File: src/rtl/cpu_types_pkg.sv
// +----------------------------------------------------------------------+
// | cpu_types_pkg : shared word, RAM-handshake and bus-controller types  |
// | Revision      : 1.0                                                  |
// +----------------------------------------------------------------------+
`default_nettype none

package cpu_types_pkg;

    typedef logic [31:0] word_t;

    typedef enum logic [1:0] {
        FREE   = 2'd0,
        BUSY   = 2'd1,
        ACCESS = 2'd2,
        ERROR  = 2'd3
    } ramstate_t;

    typedef enum logic [2:0] {
        IDLE   = 3'd0,
        GRANT  = 3'd1,
        WB     = 3'd2,
        SNOOP  = 3'd3,
        C2C    = 3'd4,
        RAMRD  = 3'd5,
        IFETCH = 3'd6
    } bus_state_t;

endpackage

`default_nettype wire

File: src/rtl/rr_arbiter.sv
// +----------------------------------------------------------------------+
// | rr_arbiter : picks the first requester strictly after ptr (wrapping) |
// | Revision   : 1.0                                                     |
// +----------------------------------------------------------------------+
`default_nettype none

module rr_arbiter #(
    parameter int N = 2,
    localparam int PW = (N > 1) ? $clog2(N) : 1
) (
    input  logic [N-1:0]  req,
    input  logic [PW-1:0] ptr,
    output logic [PW-1:0] grant,
    output logic          valid
);

    int w_dist;
    int w_best;

    // Distance 0 is the slot right after ptr; ptr itself is the farthest.
    always_comb begin
        grant  = '0;
        valid  = 1'b0;
        w_dist = 0;
        w_best = N;
        for (int j = 0; j < N; j++) begin
            if (req[j]) begin
                w_dist = (j + N - 1 - int'(ptr)) % N;
                if (w_dist < w_best) begin
                    w_best = w_dist;
                    grant  = PW'(j);
                    valid  = 1'b1;
                end
            end
        end
    end

endmodule

`default_nettype wire

File: src/rtl/snoop_bus_controller.sv
// +----------------------------------------------------------------------+
// | snoop_bus_controller : N-core RAM arbiter with snooped data reads    |
// | Revision             : 1.0                                           |
// +----------------------------------------------------------------------+
`default_nettype none

module snoop_bus_controller
    import cpu_types_pkg::*;
#(
    parameter int CPUS        = 2,
    parameter int BLOCK_WORDS = 2
) (
    input  logic             CLK,
    input  logic             nRST,
    input  logic [CPUS-1:0]  iREN,
    input  word_t [CPUS-1:0] iaddr,
    output word_t [CPUS-1:0] iload,
    output logic [CPUS-1:0]  iwait,
    input  logic [CPUS-1:0]  dREN,
    input  logic [CPUS-1:0]  dWEN,
    input  word_t [CPUS-1:0] daddr,
    input  word_t [CPUS-1:0] dstore,
    output word_t [CPUS-1:0] dload,
    output logic [CPUS-1:0]  dwait,
    input  logic [CPUS-1:0]  ccwrite,
    output logic [CPUS-1:0]  ccwait,
    output logic [CPUS-1:0]  ccinv,
    output word_t [CPUS-1:0] ccsnoopaddr,
    output logic             ramREN,
    output logic             ramWEN,
    output word_t            ramaddr,
    output word_t            ramstore,
    input  word_t            ramload,
    input  ramstate_t        ramstate
);

    localparam int c_ptr_w = (CPUS > 1) ? $clog2(CPUS) : 1;
    localparam int c_cnt_w = (BLOCK_WORDS > 1) ? $clog2(BLOCK_WORDS) : 1;
    localparam logic [c_cnt_w-1:0] c_last = c_cnt_w'(BLOCK_WORDS - 1);
    localparam logic [c_ptr_w-1:0] c_ptr_rst = c_ptr_w'(CPUS - 1);

    bus_state_t          r_state, w_nstate;
    logic [c_ptr_w-1:0]  r_grant, w_ngrant;
    logic [c_ptr_w-1:0]  r_sup, w_nsup;
    logic [c_ptr_w-1:0]  r_dptr, w_ndptr;
    logic [c_ptr_w-1:0]  r_iptr, w_niptr;
    logic [c_cnt_w-1:0]  r_count, w_ncount;

    logic [c_ptr_w-1:0]  w_dgrant, w_igrant, w_hit_idx;
    logic                w_dvalid, w_ivalid, w_hit, w_acc, w_last;

    rr_arbiter #(.N(CPUS)) u_darb (
        .req   (dREN | dWEN),
        .ptr   (r_dptr),
        .grant (w_dgrant),
        .valid (w_dvalid)
    );

    rr_arbiter #(.N(CPUS)) u_iarb (
        .req   (iREN),
        .ptr   (r_iptr),
        .grant (w_igrant),
        .valid (w_ivalid)
    );

    assign w_acc  = (ramstate == ACCESS);
    assign w_last = (r_count == c_last);

    // Lowest-numbered peer reporting a dirty hit becomes the supplier.
    always_comb begin
        w_hit     = 1'b0;
        w_hit_idx = '0;
        for (int j = CPUS - 1; j >= 0; j--) begin
            if (j != int'(r_grant) && ccwrite[j]) begin
                w_hit     = 1'b1;
                w_hit_idx = c_ptr_w'(j);
            end
        end
    end

    always_ff @(posedge CLK or negedge nRST) begin
        if (!nRST) begin
            r_state <= IDLE;
            r_grant <= '0;
            r_sup   <= '0;
            r_dptr  <= c_ptr_rst;
            r_iptr  <= c_ptr_rst;
            r_count <= '0;
        end else begin
            r_state <= w_nstate;
            r_grant <= w_ngrant;
            r_sup   <= w_nsup;
            r_dptr  <= w_ndptr;
            r_iptr  <= w_niptr;
            r_count <= w_ncount;
        end
    end

    always_comb begin
        w_nstate = r_state;
        w_ngrant = r_grant;
        w_nsup   = r_sup;
        w_ndptr  = r_dptr;
        w_niptr  = r_iptr;
        w_ncount = r_count;
        case (r_state)
            IDLE: begin
                if (w_dvalid) begin
                    w_ngrant = w_dgrant;
                    w_ndptr  = w_dgrant;
                    w_nstate = GRANT;
                end else if (w_ivalid) begin
                    w_ngrant = w_igrant;
                    w_niptr  = w_igrant;
                    w_nstate = GRANT;
                end
            end
            GRANT: begin
                if (dWEN[r_grant])      w_nstate = WB;
                else if (dREN[r_grant]) w_nstate = SNOOP;
                else                    w_nstate = IFETCH;
            end
            SNOOP: begin
                if (!dREN[r_grant]) begin
                    w_nstate = IDLE;
                    w_ncount = '0;
                end else if (w_hit) begin
                    w_nsup   = w_hit_idx;
                    w_nstate = C2C;
                end else begin
                    w_nstate = RAMRD;
                end
            end
            WB, C2C, RAMRD: begin
                if ((r_state == WB) ? !dWEN[r_grant] : !dREN[r_grant]) begin
                    w_nstate = IDLE;
                    w_ncount = '0;
                end else if (w_acc) begin
                    if (w_last) begin
                        w_nstate = IDLE;
                        w_ncount = '0;
                    end else begin
                        w_ncount = r_count + c_cnt_w'(1);
                    end
                end
            end
            IFETCH: begin
                if (!iREN[r_grant] || w_acc) w_nstate = IDLE;
            end
            default: w_nstate = IDLE;
        endcase
    end

    // Every service state is gated by its request so a withdrawn request
    // neither touches the RAM nor releases a wait.
    always_comb begin
        iload       = '0;
        iwait       = '1;
        dload       = '0;
        dwait       = '1;
        ccwait      = '0;
        ccinv       = '0;
        ccsnoopaddr = '0;
        ramREN      = 1'b0;
        ramWEN      = 1'b0;
        ramaddr     = '0;
        ramstore    = '0;
        case (r_state)
            WB: if (dWEN[r_grant]) begin
                ramWEN   = 1'b1;
                ramaddr  = daddr[r_grant];
                ramstore = dstore[r_grant];
                if (w_acc) dwait[r_grant] = 1'b0;
            end
            SNOOP, RAMRD: if (dREN[r_grant]) begin
                for (int j = 0; j < CPUS; j++) begin
                    if (j != int'(r_grant)) begin
                        ccwait[j]      = 1'b1;
                        ccsnoopaddr[j] = daddr[r_grant];
                        if (r_state == SNOOP) ccinv[j] = ccwrite[r_grant];
                    end
                end
                if (r_state == RAMRD) begin
                    ramREN         = 1'b1;
                    ramaddr        = daddr[r_grant];
                    dload[r_grant] = ramload;
                    if (w_acc) dwait[r_grant] = 1'b0;
                end
            end
            C2C: if (dREN[r_grant]) begin
                ccwait[r_sup]      = 1'b1;
                ccinv[r_sup]       = ccwrite[r_grant];
                ccsnoopaddr[r_sup] = daddr[r_grant];
                ramWEN             = 1'b1;
                ramaddr            = daddr[r_sup];
                ramstore           = dstore[r_sup];
                dload[r_grant]     = dstore[r_sup];
                if (w_acc) begin
                    dwait[r_grant] = 1'b0;
                    dwait[r_sup]   = 1'b0;
                end
            end
            IFETCH: if (iREN[r_grant]) begin
                ramREN         = 1'b1;
                ramaddr        = iaddr[r_grant];
                iload[r_grant] = ramload;
                if (w_acc) iwait[r_grant] = 1'b0;
            end
            default: ;
        endcase
    end

endmodule

`default_nettype wire

File: config.mk
export PLATFORM = sky130hd
export DESIGN_NAME = snoop_bus_controller
export DESIGN_NICKNAME = d
export VERILOG_FILES = /design/src/rtl/cpu_types_pkg.sv /design/src/rtl/rr_arbiter.sv /design/src/rtl/snoop_bus_controller.sv
export SDC_FILE = /design/constraint.sdc
export NUM_CORES = 1
export LEC_CHECK = 0
export ABC_AREA = 1
export CAP_MARGIN = 20
export CORE_AREA = 2 2 194 196
export CTS_BUF_LIST = sky130_fd_sc_hd__clkbuf_8
export CTS_CLUSTER_SIZE = 24
export DETAILED_ROUTE_END_ITERATION = 10
export DIE_AREA = 0 0 196 198
export PLACE_DENSITY = 0.47
export SYNTH_ARGS = -nofsm -noshare
export SYNTH_HDL_FRONTEND = slang
export SYNTH_SLANG_ARGS = --single-unit
File: constraint.sdc
create_clock -name CLK -period 3.9 [get_ports CLK]
set_input_delay 0.78 -clock CLK [delete_from_list [all_inputs] [get_ports CLK]]
set_output_delay 0.78 -clock CLK [all_outputs]
set_load 0.01 [all_outputs]
==> results.toml <==
[synth]
synth_top_family_by_area = "simple AND/OR/NAND/NOR gates"
synth_compound_area_frac = 0.305
synth_area_sq_mm = 0.00554
async_reset_ff_frac = 1.00
ys_ff_latch = 8
yosys.area.top_type_share = 0.316
synthXorXnorAreaFrac = 0.00158
syn_area_per_cell_sq_um = 4.71
synthTopCellsByArea = "nand2_1 32%, o21ai_0 14%, inv_1 9.9%, nor2_1 6.6%, o22ai_2 6.3%"
yosys.cell_count.top_type = "nand2_1"
synth_fp_nets = 1413
ys_seq_area_frac = 0.0366
synthSimpleGateAreaFrac = 0.472
muxShareOfSynthArea = 0
synth_cells = 1177
ys.flop_type = "dfrtp_1"
synth_top_area_cell = "nand2_1"
synth_cell_types = 33
yosysWarnings = 0
synthTopCellsByCount = "466 x nand2_1, 157 x o21ai_0, 146 x inv_1, 97 x nor2_1, 62 x nand3_1"
synth_edf_count = 0
synth_fa_ha_area_frac = 0

[routing]
drcViolationCount = 0
dr_total_vias = 9376
routed_via_density = 4.46
ant_nets = 0
first_pass_iters = 6
dr.first_iter.drc_count = 356
wl_per_cell_microns = 18.8
drt_wl_total_microns = 39600

[clock_network]
numCtsBuffers = 3
cts_buffer_depth = 2
cts.clk_slew.worst_paths_ns = 0.04
clock_sinks = 8
cts_max_level = 1
ctsRootBufferMaster = "clkbuf_8"
post-cts-setup-buffer-count = 0
cts_tree = "yes"
clkLatencyLatePin_ns = 0.24

[worst_hold_path]
min_path_type = "reg -> reg"

[floorplan]
fp-row-count = 71
start_util = 0.150
fp.dieArea_sq_mm = 0.0388
io_pins = 502
core_sq_mm = 0.0370
die_w_microns = 196
die_y_microns = 198

[sta]
finalHoldViolCount = 0
worst_slack_ns = 0.185
drv_slew = 0
timing.final.setup_violations = 0
timing.setup.tns_ns = 0
fin_crit_ns = 3.71
finalCritPeriodShare = 0.952
skew_ns = 0.0132
slew_headroom = 0.424
fmaxAchievable_mhz = 269
worstMarginPinSlew_ns = 0.863
rsz0062_at_grt = "false"

[critical_path]
crit_arrival_ns = 2.93
crit_fanout = 65
start_kind = "input pin"
r2r_slack_ns = 2.21
cp-end-kind = "output port"
required_ns = 3.12
path_class = "in -> out"

[layout]
final_nets = 1861
final_util = 0.301
final_layout_size_suffix_gt1_frac = 0.0536
layoutNonFillerInstCount = 2102
fill_cells = 4243
area_delta_synth_final_pct = 101

[global_routing]
antenna_found_initial = 6
grt_pass1_wl_microns = 57700
grt_pass1_vias = 9362
grt.total_usage = 0.193
overflow = 0
grt_max_degree = 94

[placed_design]
place_congestion = 0.905
dp_hpwl_microns = 32200
dp_cells = 2094
pre_cts_ws_ns = 0.0755
portBuffers = 501

[power_and_ir_drop]
leakagePower_nw = 4.73
cellPowerDensity_mw_per_mm2 = 351
vdd_drop_max_mv = 0.265
p_total_mw = 3.90

[status]
outcome = "finished, final reports clean"

[run]
maxCapViolCount = 0
==> repair_timing <==
action / in CTS / in global routing
hold buffers: 0 / 0
resized for setup: 0 / 2
endpoints found under the setup margin: 0 / 12
==> final timing paths <==
| path | from | endpoint | cells after the start |
|---|---|---|---|
| min reg2reg | r_count | r_count | 2 |
| max in group asynchronous | nRST | r_grant | 1 |
| min in group asynchronous | nRST | r_state[2] | 1 |
| min | r_count | r_count | 2 |
| max | dREN[1] | dload[29] | 7 |
| max reg2reg | r_grant | r_state[0] | 8 |
==> layer usage <==
metal | GRT usage | part of all wire | wire length (microns) | vias to the layer above
li1 | - | - | - | 4680
met1 | 0.213 | 0.39 | 15400 | 4233
met2 | 0.357 | 0.49 | 19600 | 422
met3 | 0.0535 | 0.090 | 3560 | 39
met4 | 0.0581 | 0.025 | 1010 | 2
met5 | 0 | 0.00033 | 13 | -
==> sequential cells by signal (all words and copies together), names as in the netlist <==
name,cells
r_grant,1
r_sup,1
r_state,3
r_iptr,1
r_dptr,1
r_count,1
==> critical path, cell delays in order <==
cell,delay [ns]
clkdlybuf4s50_1,0.48
nand2_1,0.14
nand2_4,0.19
nand4_4,0.12
buf_12,0.23
o21ai_0,0.33
clkdlybuf4s50_1,0.64
==> cell families after synthesis <==
family                    after synthesis
xor gates and xnor gates                1
AOI/OAI and AO/OA                     279
buffers and inverters                 240
and+or+nand+nor                       649
DFF                                     8
==> layout by cell type, fill, tap and decap left out, types with 2 or more instances in the layout <==
| cell | count |
|---|---|
| a21oi_1 | 25 |
| a31oi_1 | 2 |
| buf_12 | 10 |
| buf_4 | 19 |
| clkbuf_8 | 3 |
| clkdlybuf4s50_1 | 501 |
| dfrtp_1 | 4 |
| dfstp_2 | 2 |
| diode_2 | 4 |
| inv_1 | 147 |
| inv_2 | 4 |
| nand2_1 | 464 |
| nand2_2 | 5 |
| nand3_1 | 62 |
| nand3_2 | 3 |
| nand4_1 | 11 |
| nor2_1 | 95 |
| nor2_4 | 2 |
| nor3_1 | 2 |
| o211ai_1 | 9 |
| o21ai_0 | 157 |
| o21ai_1 | 19 |
| o22ai_1 | 36 |
| o22ai_2 | 28 |
==> cell type report <==
type / count / area [sq um] / area share
Antenna cell: 4 / 10.0 / 0.000900
Clock buffer: 3 / 41.3 / 0.00371
Clock inverter: 1 / 3.75 / 0.000337
Inverter: 153 / 578 / 0.0520
Multi-Input combinational cell: 929 / 4330 / 0.390
Sequential cell: 8 / 208 / 0.0187
Tap cell: 474 / 593 / 0.0533
Timing Repair Buffer: 530 / 5360 / 0.482
==> through the flow <==
| step | cell area, sq um | hold slack, ns |
|---|---|---|
| global route | 11100 | 0.529 |
| finish | 11100 | 0.492 |
| detailed placement | 11100 | 0.484 |
| CTS | 11100 | 0.493 |
| global placement | 11100 | 0.477 |
| floorplan | 5540 | 0.453 |
==> report_power, final <==
| group | internal [mW] | switching, mW | total [mW] |
|---|---|---|---|
| logic | 1.41 | 2.14 | 3.55 |
| registers | 0.132 | 0.109 | 0.240 |
| clock network | 0.0689 | 0.0416 | 0.111 |
| total | 1.61 | 2.29 | 3.90 |
(Power assumes the default switching activity.)
